File: src/rtl/sprite_mover.sv
// Moves one sprite over a GRID_W x GRID_H tile grid, checking a maze ROM before each step.
// Latency: step committed 3 cycles after the step event (5 when a buffered turn is blocked).
// Backpressure: none; step events arriving while busy are dropped and flagged in sticky overrun.
//
// Ports: clock/reset_n (async active-low), tick (frame enable), dir_in (turn request, 4..7 = none),
// wall_q (ROM data for qx/qy, one-cycle latency), qx/qy (ROM query), x/y (tile position),
// dir_out (facing), moving, frame_idx ({dir_out, anim}), step_done (commit pulse), overrun (sticky).
module sprite_mover #(
    parameter int X_W      = 8,
    parameter int Y_W      = 7,
    parameter int GRID_W   = 27,
    parameter int GRID_H   = 24,
    parameter int START_X  = 13,
    parameter int START_Y  = 17,
    parameter int STEP_DIV = 4,
    parameter int WRAP     = 1
) (
    input  logic           clock,
    input  logic           reset_n,
    input  logic           tick,
    input  logic [2:0]     dir_in,
    input  logic           wall_q,
    output logic [X_W-1:0] qx,
    output logic [Y_W-1:0] qy,
    output logic [X_W-1:0] x,
    output logic [Y_W-1:0] y,
    output logic [1:0]     dir_out,
    output logic           moving,
    output logic [2:0]     frame_idx,
    output logic           step_done,
    output logic           overrun
);

    localparam int DIV_W = (STEP_DIV > 1) ? $clog2(STEP_DIV) : 1;
    localparam logic [DIV_W-1:0] DIV_LAST = DIV_W'(STEP_DIV - 1);
    localparam logic [X_W-1:0]   XMAX     = X_W'(GRID_W - 1);
    localparam logic [Y_W-1:0]   YMAX     = Y_W'(GRID_H - 1);
    localparam logic [X_W-1:0]   X0       = X_W'(START_X);
    localparam logic [Y_W-1:0]   Y0       = Y_W'(START_Y);

    typedef enum logic [2:0] {IDLE, ISSUE_T, CHK_T, ISSUE_F, CHK_F} state_t;

    state_t           state, state_nxt;
    logic [DIV_W-1:0] div_cnt;
    logic             pend_v;
    logic [1:0]       pend_dir;
    logic [1:0]       q_dir;      // direction of the query in flight
    logic             q_off;      // query fell off-grid (WRAP=0): treat as wall
    logic             anim;
    logic             step_evt;
    logic             wall_eff;

    logic             ld_q;
    logic [1:0]       ld_dir;
    logic             commit_t, commit_f, block_f;
    logic [X_W+Y_W:0] nb_res;
    logic             nb_off;
    logic [X_W-1:0]   nb_x;
    logic [Y_W-1:0]   nb_y;

    // Bounds are compared before the +/-1 so nothing ever overflows.
    function automatic logic [X_W+Y_W:0] nbr(input logic [1:0] d,
                                             input logic [X_W-1:0] cx,
                                             input logic [Y_W-1:0] cy);
        logic [X_W-1:0] nx;
        logic [Y_W-1:0] ny;
        logic           off;
        nx  = cx;
        ny  = cy;
        off = 1'b0;
        case (d)
            2'd0: if (cx == XMAX) begin nx = '0;   off = (WRAP == 0); end else nx = cx + 1'b1;
            2'd1: if (cy == '0)   begin ny = YMAX; off = (WRAP == 0); end else ny = cy - 1'b1;
            2'd2: if (cx == '0)   begin nx = XMAX; off = (WRAP == 0); end else nx = cx - 1'b1;
            default: if (cy == YMAX) begin ny = '0; off = (WRAP == 0); end else ny = cy + 1'b1;
        endcase
        return {off, nx, ny};
    endfunction

    assign step_evt  = tick && (div_cnt == DIV_LAST);
    assign wall_eff  = wall_q | q_off;
    assign frame_idx = {dir_out, anim};

    assign nb_res = nbr(ld_dir, x, y);
    assign nb_off = nb_res[X_W+Y_W];
    assign nb_x   = nb_res[X_W+Y_W-1:Y_W];
    assign nb_y   = nb_res[Y_W-1:0];

    always_ff @(posedge clock or negedge reset_n) begin
        if (!reset_n) state <= IDLE;
        else          state <= state_nxt;
    end

    always_comb begin
        state_nxt = state;
        ld_q      = 1'b0;
        ld_dir    = 2'd0;
        commit_t  = 1'b0;
        commit_f  = 1'b0;
        block_f   = 1'b0;
        case (state)
            IDLE: begin
                if (step_evt) begin
                    if (pend_v) begin
                        ld_q      = 1'b1;
                        ld_dir    = pend_dir;
                        state_nxt = ISSUE_T;
                    end else if (moving) begin
                        ld_q      = 1'b1;
                        ld_dir    = dir_out;
                        state_nxt = ISSUE_F;
                    end
                end
            end
            ISSUE_T: state_nxt = CHK_T;
            CHK_T: begin
                if (!wall_eff) begin
                    commit_t  = 1'b1;
                    state_nxt = IDLE;
                end else if (moving) begin
                    // Turn blocked: fall back to continuing straight.
                    ld_q      = 1'b1;
                    ld_dir    = dir_out;
                    state_nxt = ISSUE_F;
                end else begin
                    state_nxt = IDLE;
                end
            end
            ISSUE_F: state_nxt = CHK_F;
            CHK_F: begin
                commit_f  = !wall_eff;
                block_f   = wall_eff;
                state_nxt = IDLE;
            end
            default: state_nxt = IDLE;
        endcase
    end

    always_ff @(posedge clock or negedge reset_n) begin
        if (!reset_n) begin
            div_cnt   <= '0;
            pend_v    <= 1'b0;
            pend_dir  <= 2'd0;
            q_dir     <= 2'd0;
            q_off     <= 1'b0;
            qx        <= X0;
            qy        <= Y0;
            x         <= X0;
            y         <= Y0;
            dir_out   <= 2'd0;
            moving    <= 1'b0;
            anim      <= 1'b0;
            step_done <= 1'b0;
            overrun   <= 1'b0;
        end else begin
            step_done <= commit_t | commit_f;
            if (tick) div_cnt <= (div_cnt == DIV_LAST) ? '0 : div_cnt + 1'b1;
            if (step_evt && state != IDLE) overrun <= 1'b1;
            if (ld_q) begin
                q_off <= nb_off;
                q_dir <= ld_dir;
                if (!nb_off) begin
                    qx <= nb_x;
                    qy <= nb_y;
                end
            end
            // qx/qy hold the checked neighbour, so a commit just copies them.
            if (commit_t || commit_f) begin
                x    <= qx;
                y    <= qy;
                anim <= ~anim;
            end
            if (commit_t) begin
                dir_out <= q_dir;
                moving  <= 1'b1;
                pend_v  <= 1'b0;
            end
            if (block_f) begin
                moving <= 1'b0;
                anim   <= 1'b0;
            end
            // A fresh request outranks the clear on adoption.
            if (!dir_in[2]) begin
                pend_v   <= 1'b1;
                pend_dir <= dir_in[1:0];
            end
        end
    end

endmodule

File: config.mk
export PLATFORM = sky130hd
export DESIGN_NAME = sprite_mover
export DESIGN_NICKNAME = d
export VERILOG_FILES = /design/src/rtl/sprite_mover.sv
export SDC_FILE = /design/constraint.sdc
export NUM_CORES = 1
export LEC_CHECK = 0
export BUFFER_PORTS_ARGS = -buffer_cell sky130_fd_sc_hd__buf_2
export CAP_MARGIN = 0
export CELL_PAD_IN_SITES_DETAIL_PLACEMENT = 2
export CELL_PAD_IN_SITES_GLOBAL_PLACEMENT = 2
export CORE_MARGIN = 2
export CORE_UTILIZATION = 34
export CTS_CLUSTER_DIAMETER = 120
export DETAILED_ROUTE_END_ITERATION = 6
export PLACE_DENSITY = 0.86
export REMOVE_ABC_BUFFERS = 1
export SLEW_MARGIN = 20
export SYNTH_ARGS = -nofsm -noshare
export SYNTH_HDL_FRONTEND = slang
export SYNTH_SLANG_ARGS = --single-unit
File: constraint.sdc
create_clock -name clock -period 3.4 [get_ports clock]
set_clock_uncertainty 0.2 [all_clocks]
set_input_delay 0.17 -clock clock [delete_from_list [all_inputs] [get_ports clock]]
set_output_delay 0.17 -clock clock [all_outputs]
set_load 0.01 [all_outputs]
==> qor.csv <==
stage,metric,value,unit
status,status,"complete, no violations",
sta,fin_crit_sh,82.3,%
logic_synthesis,syn_inst,317,
drt,wl_per_cell,20.4,um
floorplanning,dieArea,8790,sq um
cts,cts_hold_buf,5,
place,hpwlAfterDp,5.99,mm
place,port_buffers,44,
cts,clk_transition_reported_paths,0.10,ns
cts,cts_sinks,46,
logic_synthesis,syn-cell-area,2740,sq um
place,pre_cts_ws,0.653,ns
logic_synthesis,synthArstFlopShare,100,%
final_layout,nets,365,
drt,drtAntennaViolNets,0,
logic_synthesis,synthFlopType,dfrtp_1,
cts,htree_levels,2,
sta,tns,0,ns
drt,dr.pass1.iters,4,
sta,max_freq,357,MHz
critical_path,critPathCaptureType,flop,
power,internal-power,1.49,mW
grt,grt_usage,22.2,%
logic_synthesis,synth_seq_area_share,42.5,%
grt,grt_pass1_wl,15.1,mm
floorplanning,die_w,93.7,um
critical_path,crit_path_frequent_cell,o22ai_1,
critical_path,start_kind,flop,
power,p_leak,1.42,nW
floorplanning,initial_core_util,35.2,%
floorplanning,fp.coreArea,7770,sq um
cts,postCtsSetupBuffers,0,
cts,cts-root-buf,clkbuf_8,
logic_synthesis,synth.distinct_cells,53,
drt,initialDrtViolationCount,133,
final_layout,final_common_cell,nand2_1,
logic_synthesis,yosysWarnings,0,
critical_path,path_cells,"or3b_2, o22ai_1, a32o_1, o21ai_0, a221oi_1, o22ai_1",
logic_synthesis,synth_edf_count,0,
critical_path,cp_slowest_cell,dfrtp_1,
logic_synthesis,ys_ff_latch,46,
floorplanning,row_count,32,
cts,cts_resized,0,
grt,antenna_found_initial,0,
power,ir_drop,0.301,mV
place,gp_congestion,0.772,
sta,tightest_slew,0.692,ns
power,powerDensity,887,nW/um^2
floorplanning,top_level_ports,45,
sta,relSlewSlack,53.8,%
sta,hold_viol_final,0,
min_path,worstHoldPathType,input pin to flop,
grt,grt_max_degree,47,
sta,setup_viol,0,
critical_path,worstPathRequired,3.38,ns
final_layout,final_cell_mix,"nand2_1, buf_2, dfrtp_1",
cts,clk_latency,0.32,ns
final_layout,antenna_cells,0,
place,placed_area,2970,sq um
power,p_seq_share,41.1,%
drt,num_vias,2579,
final_layout,design_area,3110,sq um
drt,drc,0,
critical_path,critical_path.max_stage_delay,0.56,ns
sta,rsz0062_at_grt,false,
logic_synthesis,postSynthAreaPerCell,8.64,sq um
sta,period_minus_slack,2.80,ns
grt,first_global_vias,2796,
cts,clk_path_buf_depth,2,
critical_path,critical_path_class,flop to flop,
critical_path,worstPathMaxFanout,11,
drt,wirelength,9.26,mm
power,p_clk_share,13.4,%
flow_run,maxCapViolCount,0,
logic_synthesis,yosys.area.top_type,dfrtp_1,
cts,cts_tree,done,
logic_synthesis,ys_top_cells_by_area,"dfrtp_1, dfstp_2, nand2_1",
sta,setup_slack,0.600,ns
final_layout,drive_gt1_share,23.4,%
sta,timing.hold.ws,0.0893,ns
power,swShare,46.0,%
logic_synthesis,netlist.area_leader.share,32.9,%
power,combinationalPowerShare,45.5,%
final_layout,area_growth,13.5,%
drt,via_per_inst,5.69,
sta,drv_slew,0,
grt,grt_overflow,0,
power,p_sw,1.27,mW
critical_path,cp.arrival,2.78,ns
cts,cts_made_buffers,5,
floorplanning,die_h,93.7,um
cells by family after synthesis:
family	synth area share [%]
buffers and inverters	6.17
AND/OR/NAND/NOR	25.0
AO/OA/AOI/OAI	16.5
flip-flops	42.5
multiplexers	4.94
adder cells (fa/ha/maj)	3.66
XOR/XNOR	1.28
per-stage QoR:
stage / util [%] / total power, mW / std cells
2_1_floorplan: - / 1.83 / 291
3_3_place_gp: 38.2 / 2.28 / 440
3_5_place_dp: 38.2 / 2.37 / 440
4_1_cts: 40.0 / 2.76 / 453
5_1_grt: 40.0 / 2.97 / 453
6_report: 40.0 / 2.76 / 453
state kept, by name (all words and copies together) (netlist names):
| name | count |
|---|---|
| dir_out | 2 |
| pend_dir | 2 |
| q_dir | 2 |
| div_cnt | 2 |
| overrun | 1 |
| anim | 1 |
| y | 7 |
| pend_v | 1 |
| x | 8 |
| state | 3 |
| qx | 8 |
| step_done | 1 |
| moving | 1 |
| qy | 7 |
final timing paths:
| check | endpoint | cells after the start | startpoint | slack (ns) |
|---|---|---|---|---|
| min | state[1]$_DFFE_PN0P_ | 3 | wall_q | 0.09 |
| max in group asynchronous | qx[7]$_DFFE_PN0P_ | 2 | reset_n | 2.35 |
| max | qy[5]$_DFFE_PN0P_ | 6 | state[1]$_DFFE_PN0P_ | 0.60 |
| max reg2reg | qy[5]$_DFFE_PN0P_ | 6 | state[1]$_DFFE_PN0P_ | 0.60 |
| min in group asynchronous | anim$_DFFE_PN0P_ | 2 | reset_n | 0.20 |
| min reg2reg | x[3]$_DFFE_PN1P_ | 2 | qx[3]$_DFFE_PN1P_ | 0.27 |
routing by layer:
layer	GRT usage (%)	up-vias	part of all wire (%)
met4	4.59	0	0.77
li1	-	1179	-
met1	28.8	1334	44
met2	40.1	59	52
met3	2.25	7	3.9
met5	0	-	0
power groups by stage:
stage          logic [mW]  registers [mW]  clock network (mW)
6_report             1.25            1.13               0.370
5_1_grt              1.40            1.18               0.397
4_1_cts              1.26            1.13               0.372
3_5_place_dp         1.24            1.14                   0
3_3_place_gp         1.16            1.12                   0
2_1_floorplan       0.702            1.13                   0
critical path, delay by kind of cell (launching register included):
family / cells / cell delay (ns)
flops: 1 / 0.56
simple gates: 1 / 0.52
compound gates: 5 / 1.38
final cells by class:
class                      count  area (sq um)
fill                         904          4660
sequential                    46          1160
tap                          102           128
multi-input combinational    238          1410
inverter                       7          26.3
clock buffer                   8          90.1
timing repair buffer          52           295
Yosys cell counts, drive strengths merged (6+ instances only):
library cell	count
ha	8
a21oi	13
inv	7
dfstp	10
nand2	62
nand3	11
nor3	6
dfrtp	36
buf	10
o21ai	22
mux2	9
clkbuf	16
nor2	33
(Power assumes the default switching activity.)
